### config.mk
export PLATFORM = sky130hd
export DESIGN_NAME = seg7_stopwatch_scan
export DESIGN_NICKNAME = d
export VERILOG_FILES = /design/src/rtl/seg7_stopwatch_scan.sv
export SDC_FILE = /design/constraint.sdc
export NUM_CORES = 1
export LEC_CHECK = 0
export ABC_AREA = 1
export CAP_MARGIN = 10
export CORE_UTILIZATION = 30
export CTS_CLUSTER_SIZE = 30
export DETAILED_ROUTE_END_ITERATION = 8
export PLACE_DENSITY = 0.48
export SKIP_LAST_GASP = 1
export SYNTH_ARGS = -nofsm -noshare
export SYNTH_HDL_FRONTEND = slang
export SYNTH_SLANG_ARGS = --single-unit
### constraint.sdc
create_clock -name Clk_8MHz -period 1.99 [get_ports Clk_8MHz]
set_input_delay 0.398 -clock Clk_8MHz [delete_from_list [all_inputs] [get_ports Clk_8MHz]]
set_output_delay 0.398 -clock Clk_8MHz [all_outputs]
set_load 0.005 [all_outputs]
### src/rtl/seg7_stopwatch_scan.sv
// MM:SS BCD stopwatch advanced by a synchronised 1 Hz strobe, shown on a
// four-digit common-anode 7-segment display scanned by a synchronised 220 Hz strobe.
module seg7_stopwatch_scan #(
    parameter int LEADING_BLANK = 0,
    parameter int SYNC_STAGES   = 2
) (
    input  logic       Clk_8MHz,
    input  logic       Reset,
    input  logic       Clk_1Hz,
    input  logic       Clk_220Hz,
    input  logic       Run,
    input  logic       Clear,
    output logic [7:0] Sec_bcd,
    output logic [7:0] Min_bcd,
    output logic [3:0] Anode,
    output logic [6:0] Seg,
    output logic       Dp
);

    typedef enum logic [2:0] {
        IDLE = 3'd0,
        D0   = 3'd1,
        D1   = 3'd2,
        D2   = 3'd3,
        D3   = 3'd4
    } scan_state_t;

    function automatic logic [6:0] seg_decode(input logic [3:0] digit);
        logic [6:0] pattern;
        case (digit)
            4'd0:    pattern = 7'b1000000;
            4'd1:    pattern = 7'b1111001;
            4'd2:    pattern = 7'b0100100;
            4'd3:    pattern = 7'b0110000;
            4'd4:    pattern = 7'b0011001;
            4'd5:    pattern = 7'b0010010;
            4'd6:    pattern = 7'b0000010;
            4'd7:    pattern = 7'b1111000;
            4'd8:    pattern = 7'b0000000;
            4'd9:    pattern = 7'b0010000;
            default: pattern = 7'b1111111;
        endcase
        return pattern;
    endfunction

    // Returns {carry, next digit}; anything at or above the limit wraps to 0,
    // so a corrupted digit recovers to a legal value on the next tick.
    function automatic logic [4:0] digit_inc(input logic [3:0] digit, input logic [3:0] limit);
        logic [4:0] result;
        if (digit >= limit) begin
            result = {1'b1, 4'd0};
        end else begin
            result = {1'b0, digit + 4'd1};
        end
        return result;
    endfunction

    logic [SYNC_STAGES-1:0] sync_1hz_r;
    logic [SYNC_STAGES-1:0] sync_220_r;
    logic                   prev_1hz_r;
    logic                   prev_220_r;
    logic                   level_1hz_s;
    logic                   level_220_s;
    logic                   tick_1hz_s;
    logic                   tick_220_s;

    logic [3:0] sec_ones_r, sec_tens_r, min_ones_r, min_tens_r;
    logic [3:0] sec_ones_nxt_s, sec_tens_nxt_s, min_ones_nxt_s, min_tens_nxt_s;
    logic [3:0] sec_ones_inc_s, sec_tens_inc_s, min_ones_inc_s, min_tens_inc_s;
    logic       sec_ones_cy_s, sec_tens_cy_s, min_ones_cy_s, min_tens_cy_s;

    scan_state_t state_r, state_nxt_s;

    logic [3:0] anode_r, anode_nxt_s;
    logic [6:0] seg_r, seg_nxt_s;
    logic       dp_r, dp_nxt_s;

    assign level_1hz_s = sync_1hz_r[SYNC_STAGES-1];
    assign level_220_s = sync_220_r[SYNC_STAGES-1];
    assign tick_1hz_s  = level_1hz_s & ~prev_1hz_r;
    assign tick_220_s  = level_220_s & ~prev_220_r;

    // Synchroniser chains and previous-level registers for both strobes.
    always_ff @(posedge Clk_8MHz) begin
        if (Reset) begin
            sync_1hz_r <= '0;
            sync_220_r <= '0;
            prev_1hz_r <= 1'b0;
            prev_220_r <= 1'b0;
        end else begin
            sync_1hz_r <= {sync_1hz_r[SYNC_STAGES-2:0], Clk_1Hz};
            sync_220_r <= {sync_220_r[SYNC_STAGES-2:0], Clk_220Hz};
            prev_1hz_r <= level_1hz_s;
            prev_220_r <= level_220_s;
        end
    end

    // Next count: ripple carry through the four BCD digits on an enabled tick.
    always_comb begin
        {sec_ones_cy_s, sec_ones_inc_s} = digit_inc(sec_ones_r, 4'd9);
        {sec_tens_cy_s, sec_tens_inc_s} = digit_inc(sec_tens_r, 4'd5);
        {min_ones_cy_s, min_ones_inc_s} = digit_inc(min_ones_r, 4'd9);
        {min_tens_cy_s, min_tens_inc_s} = digit_inc(min_tens_r, 4'd5);
        sec_ones_nxt_s = sec_ones_r;
        sec_tens_nxt_s = sec_tens_r;
        min_ones_nxt_s = min_ones_r;
        min_tens_nxt_s = min_tens_r;
        if (tick_1hz_s && Run) begin
            sec_ones_nxt_s = sec_ones_inc_s;
            if (sec_ones_cy_s) begin
                sec_tens_nxt_s = sec_tens_inc_s;
                if (sec_tens_cy_s) begin
                    min_ones_nxt_s = min_ones_inc_s;
                    if (min_ones_cy_s) begin
                        min_tens_nxt_s = min_tens_inc_s;
                    end else begin
                        min_tens_nxt_s = min_tens_r;
                    end
                end else begin
                    min_ones_nxt_s = min_ones_r;
                end
            end else begin
                sec_tens_nxt_s = sec_tens_r;
            end
        end else begin
            sec_ones_nxt_s = sec_ones_r;
        end
    end

    // Count registers; Clear wins over a simultaneous tick.
    always_ff @(posedge Clk_8MHz) begin
        if (Reset || Clear) begin
            sec_ones_r <= 4'd0;
            sec_tens_r <= 4'd0;
            min_ones_r <= 4'd0;
            min_tens_r <= 4'd0;
        end else begin
            sec_ones_r <= sec_ones_nxt_s;
            sec_tens_r <= sec_tens_nxt_s;
            min_ones_r <= min_ones_nxt_s;
            min_tens_r <= min_tens_nxt_s;
        end
    end

    assign Sec_bcd = {sec_tens_r, sec_ones_r};
    assign Min_bcd = {min_tens_r, min_ones_r};

    // Scan state register.
    always_ff @(posedge Clk_8MHz) begin
        if (Reset) begin
            state_r <= IDLE;
        end else begin
            state_r <= state_nxt_s;
        end
    end

    // Scan next state: one digit step per 220 Hz edge; IDLE only left, never re-entered.
    always_comb begin
        state_nxt_s = state_r;
        if (tick_220_s) begin
            case (state_r)
                IDLE:    state_nxt_s = D0;
                D0:      state_nxt_s = D1;
                D1:      state_nxt_s = D2;
                D2:      state_nxt_s = D3;
                D3:      state_nxt_s = D0;
                default: state_nxt_s = D0;
            endcase
        end else begin
            state_nxt_s = state_r;
        end
    end

    // Display drive for the current digit, registered one stage below.
    always_comb begin
        anode_nxt_s = 4'b1111;
        seg_nxt_s   = 7'b1111111;
        dp_nxt_s    = 1'b1;
        case (state_r)
            D0: begin
                anode_nxt_s = 4'b1110;
                seg_nxt_s   = seg_decode(sec_ones_r);
            end
            D1: begin
                anode_nxt_s = 4'b1101;
                seg_nxt_s   = seg_decode(sec_tens_r);
            end
            D2: begin
                anode_nxt_s = 4'b1011;
                seg_nxt_s   = seg_decode(min_ones_r);
                dp_nxt_s    = ~level_1hz_s;
            end
            D3: begin
                anode_nxt_s = 4'b0111;
                if ((LEADING_BLANK != 0) && (min_tens_r == 4'd0)) begin
                    seg_nxt_s = 7'b1111111;
                end else begin
                    seg_nxt_s = seg_decode(min_tens_r);
                end
            end
            default: begin
                anode_nxt_s = 4'b1111;
                seg_nxt_s   = 7'b1111111;
                dp_nxt_s    = 1'b1;
            end
        endcase
    end

    // Registered display outputs.
    always_ff @(posedge Clk_8MHz) begin
        if (Reset) begin
            anode_r <= 4'b1111;
            seg_r   <= 7'b1111111;
            dp_r    <= 1'b1;
        end else begin
            anode_r <= anode_nxt_s;
            seg_r   <= seg_nxt_s;
            dp_r    <= dp_nxt_s;
        end
    end

    assign Anode = anode_r;
    assign Seg   = seg_r;
    assign Dp    = dp_r;

endmodule

==> results of run 1 <==
-- worst min-delay path: cells and delay by family (launching register included) --
family                 cells  cell delay (ns)
buffers and inverters      1             0.04
DFF                        1             0.29
and+or+nand+nor            1             0.03
-- worst min-delay path by stage --
stage,startpoint,to,slack [ns],cells past startpoint
floorplan,sync_1hz_r[0],sync_1hz_r[1],0.39,2
global placement,sync_220_r[0],sync_220_r[1],0.39,2
detailed placement,sync_1hz_r[0],sync_1hz_r[1],0.40,2
CTS,sync_1hz_r[0],sync_1hz_r[1],0.41,2
global route,sync_220_r[0],sync_220_r[1],0.43,2
finish,sync_1hz_r[0],sync_1hz_r[1],0.40,2
-- synthesized netlist by cell type, types with 3 or more instances --
library cell	number	share of area, %
o2111ai_1	5	1.3
dfxtp_1	65	38
ha_1	32	12
nand2_1	95	10
nand3_1	22	3.2
nand3b_1	5	1.1
o21ai_2	5	1.3
nor2_2	3	0.55
nand4_1	8	1.5
nand2_4	8	2.6
inv_1	64	7.0
nand3_2	5	1.5
nand3_4	3	1.5
inv_2	5	0.55
o21ai_0	14	2.1
nor2_1	22	2.4
a21oi_1	8	1.2
a22oi_1	5	1.1
nand2_2	9	1.6
xor2_1	3	0.77
nor2_4	6	2.0
-- metal layers --
layer,GRT usage [%],up-vias
met5,0,-
met4,6.47,0
met3,2.99,15
met2,25.3,49
met1,19.2,1447
li1,-,1618
-- per-stage QoR --
stage	total power [mW]	TNS (ns)	instances	hold slack, ns
floorplan	1.40	-0.0148	415	0.388
finish	3.09	-0.443	708	0.405
global route	3.19	-2.35	708	0.431
detailed placement	1.46	-10.74	655	0.401
global placement	1.46	-10.16	655	0.392
CTS	3.11	-0.304	692	0.409
-- power by group --
| group | switching, mW | leakage (nW) | internal, mW |
|---|---|---|---|
| sequential | 0.00536 | 0.530 | 1.31 |
| clock | 0.574 | 0.155 | 1.07 |
| combinational | 0.0658 | 1.97 | 0.0575 |
| total | 0.645 | 2.65 | 2.44 |
-- final cells by class --
cell class	instances	area share (%)
Timing Repair Buffer	141	21.8
Tap cell	140	3.14
Sequential cell	65	23.5
Inverter	71	5.17
Multi-Input combinational cell	275	40.7
Clock inverter	4	0.873
Clock buffer	12	4.77
-- what timing repair did --
item | CTS | global route
pin swaps | 40 | 55
buffers inserted | 21 | 19
resized for setup | 43 | 97
endpoints found under the setup margin | 23 | 27
-- kinds of logic (layout without fill, tap and decap cells) --
kind of cell / Yosys count / count (layout)
XOR/XNOR: 4 / 4
buffers and inverters: 75 / 228
flip-flops: 65 / 65
AND/OR/NAND/NOR: 192 / 192
AO/OA/AOI/OAI: 47 / 47
adder cells (fa/ha/maj): 32 / 32
==> impl_metrics.py, run 1 <==
metrics = {
    "drt": {
        "routed_via_density": 4.42,
        "top_layer_used": "met4",
        "routed_wirelength_um": 8650,
        "drc": 0,
        "drtPass1Iterations": 4,
        "first_iter_violations": 91,
        "met3_length_um": 209,
        "wl_per_cell_um": 12.2,
        "antenna_left": 0,
        "wl_met2_um": 4330,
        "wl_met1_um": 3940,
        "num_vias": 3129,
    },
    "layout": {
        "final_common_cell": "buf_4",
        "finish.utilization_pct": 50.9,
        "multi_input_area_um2": 2270,
        "seq_area_um2": 1310,
        "area_growth_pct": 63.6,
        "nets": 601,
        "drive_above_1_share_pct": 46.0,
        "fin_area_um2": 5590,
        "num-fill-cells": 1024,
        "num_antenna_cells": 0,
        "final_cell_mix": "buf_4, nand2_1, dfxtp_1",
    },
    "floorplanning": {
        "io_pins": 34,
        "die_x_um": 109,
        "core-area_um2": 11000,
        "die_area_um2": 11800,
        "initial_core_util_pct": 31.1,
        "die_h_um": 109,
        "rows": 38,
    },
    "timing": {
        "worst_pin_slew_ns": 0.551,
        "rsz0062_at_grt": "yes",
        "post-route-min-period_ns": 2.07,
        "slew_violations": 0,
        "setup_viol": 9,
        "hold_viol_final": 0,
        "fin_crit_sh_pct": 104,
        "fmax_mhz": 483,
        "maxSlewHeadroom_pct": 63.1,
        "finalClockSkew_ns": 0.00721,
        "fin_ws_ns": -0.0799,
    },
    "setup_path": {
        "cp-start-kind": "flop",
        "cp_slowest_cell": "dfxtp_4",
        "path_depth": 17,
        "crit_type": "flop to flop",
        "cpLargestDelayFamily": "buffers and inverters",
        "rr_worst_depth": 17,
        "arrival_ns": 2.34,
        "r2r_start": "sec_ones_r[0]",
        "slowest_delay_ns": 0.38,
        "ff2ff_setup_slack_ns": -0.08,
        "path_max_fanout": 3,
        "crit_start": "sec_ones_r[0]",
        "path_cells": "inv_4, ha_4, nand2_4, nand2_4, buf_12, nor2_4, nand2_2, nand2_2, nand2_2, buf_4, buf_6, buf_4, buf_4, buf_4, nand3_2, nand3_2, nand2_2",
        "cp.required_ns": 2.26,
        "critPathBufInv": 7,
        "worstSetupEndpointType": "flop",
    },
    "placement": {
        "postPlaceCellArea_um2": 4450,
        "io_buffers": 33,
        "gp_congestion": 0.828,
        "dpl.hpwl_um": 6110,
        "dpl_worst_slack_ns": -0.478,
    },
    "logic_synthesis": {
        "synthFlopType": "dfxtp_1",
        "synth_nets": 453,
        "synthXorXnorAreaFrac_pct": 1.03,
        "synth-simple-area-share_pct": 30.4,
        "synth_top_family_by_area": "simple AND/OR/NAND/NOR gates",
        "yosysUniqueCellTypes": 38,
        "ys_seq_area_share_pct": 38.1,
        "synth-async-reset-ratio_pct": 0,
        "ys_seq_elements": 65,
        "synth_compound_area_share_pct": 9.93,
        "synth_edf_count": 0,
        "syn_area_per_cell_um2": 8.23,
        "muxShareOfSynthArea_pct": 0,
        "synthAdderAreaFrac_pct": 11.7,
        "yosysWarnings": 0,
        "synth_area_um2": 3410,
        "postSynthCellCount": 415,
    },
    "clock_network": {
        "clkSinkCount": 65,
        "clk_path_buf_depth": 2,
        "cts_tree": "built",
        "clkLatencyLatePin_ns": 0.33,
        "holdBufCountCts": 0,
        "clockRootBuffer": "clkbuf_16",
        "numCtsBuffers": 9,
        "path_clk_slew_ns": 0.06,
        "cts_max_level": 3,
    },
    "grt": {
        "grt_pass1_wl_um": 13900,
        "grtUsageTotal_pct": 15.2,
        "grt_max_degree": 16,
        "grt-ovfl-total": 0,
        "antenna_found_initial": 0,
        "grt_pass1_vias": 3118,
    },
    "pwr": {
        "peakVddDrop_uv": 600,
        "powerDensity_nw_per_um2": 553,
        "cellLeakagePower_nw": 2.65,
    },
    "hold_path": {
        "min_path_type": "flop to flop",
    },
    "status": {
        "violations": "setup timing",
        "status": "complete, but fails checks",
    },
    "flow_run": {
        "drv_cap": 0,
    },
}
No activity file was read; power rests on OpenSTA's default activity.
==> inputs of run 2 (changes only) <==
--- a/config.mk
+++ b/config.mk
@@ -10,6 +10,7 @@
 export CORE_UTILIZATION = 30
 export CTS_CLUSTER_SIZE = 30
 export DETAILED_ROUTE_END_ITERATION = 8
+export GPL_TIMING_DRIVEN = 1
 export PLACE_DENSITY = 0.48
 export SKIP_LAST_GASP = 1
 export SYNTH_ARGS = -nofsm -noshare
==> results of run 2 <==
Same layout as run 1: the final DEF is identical, and so are final timing and power.
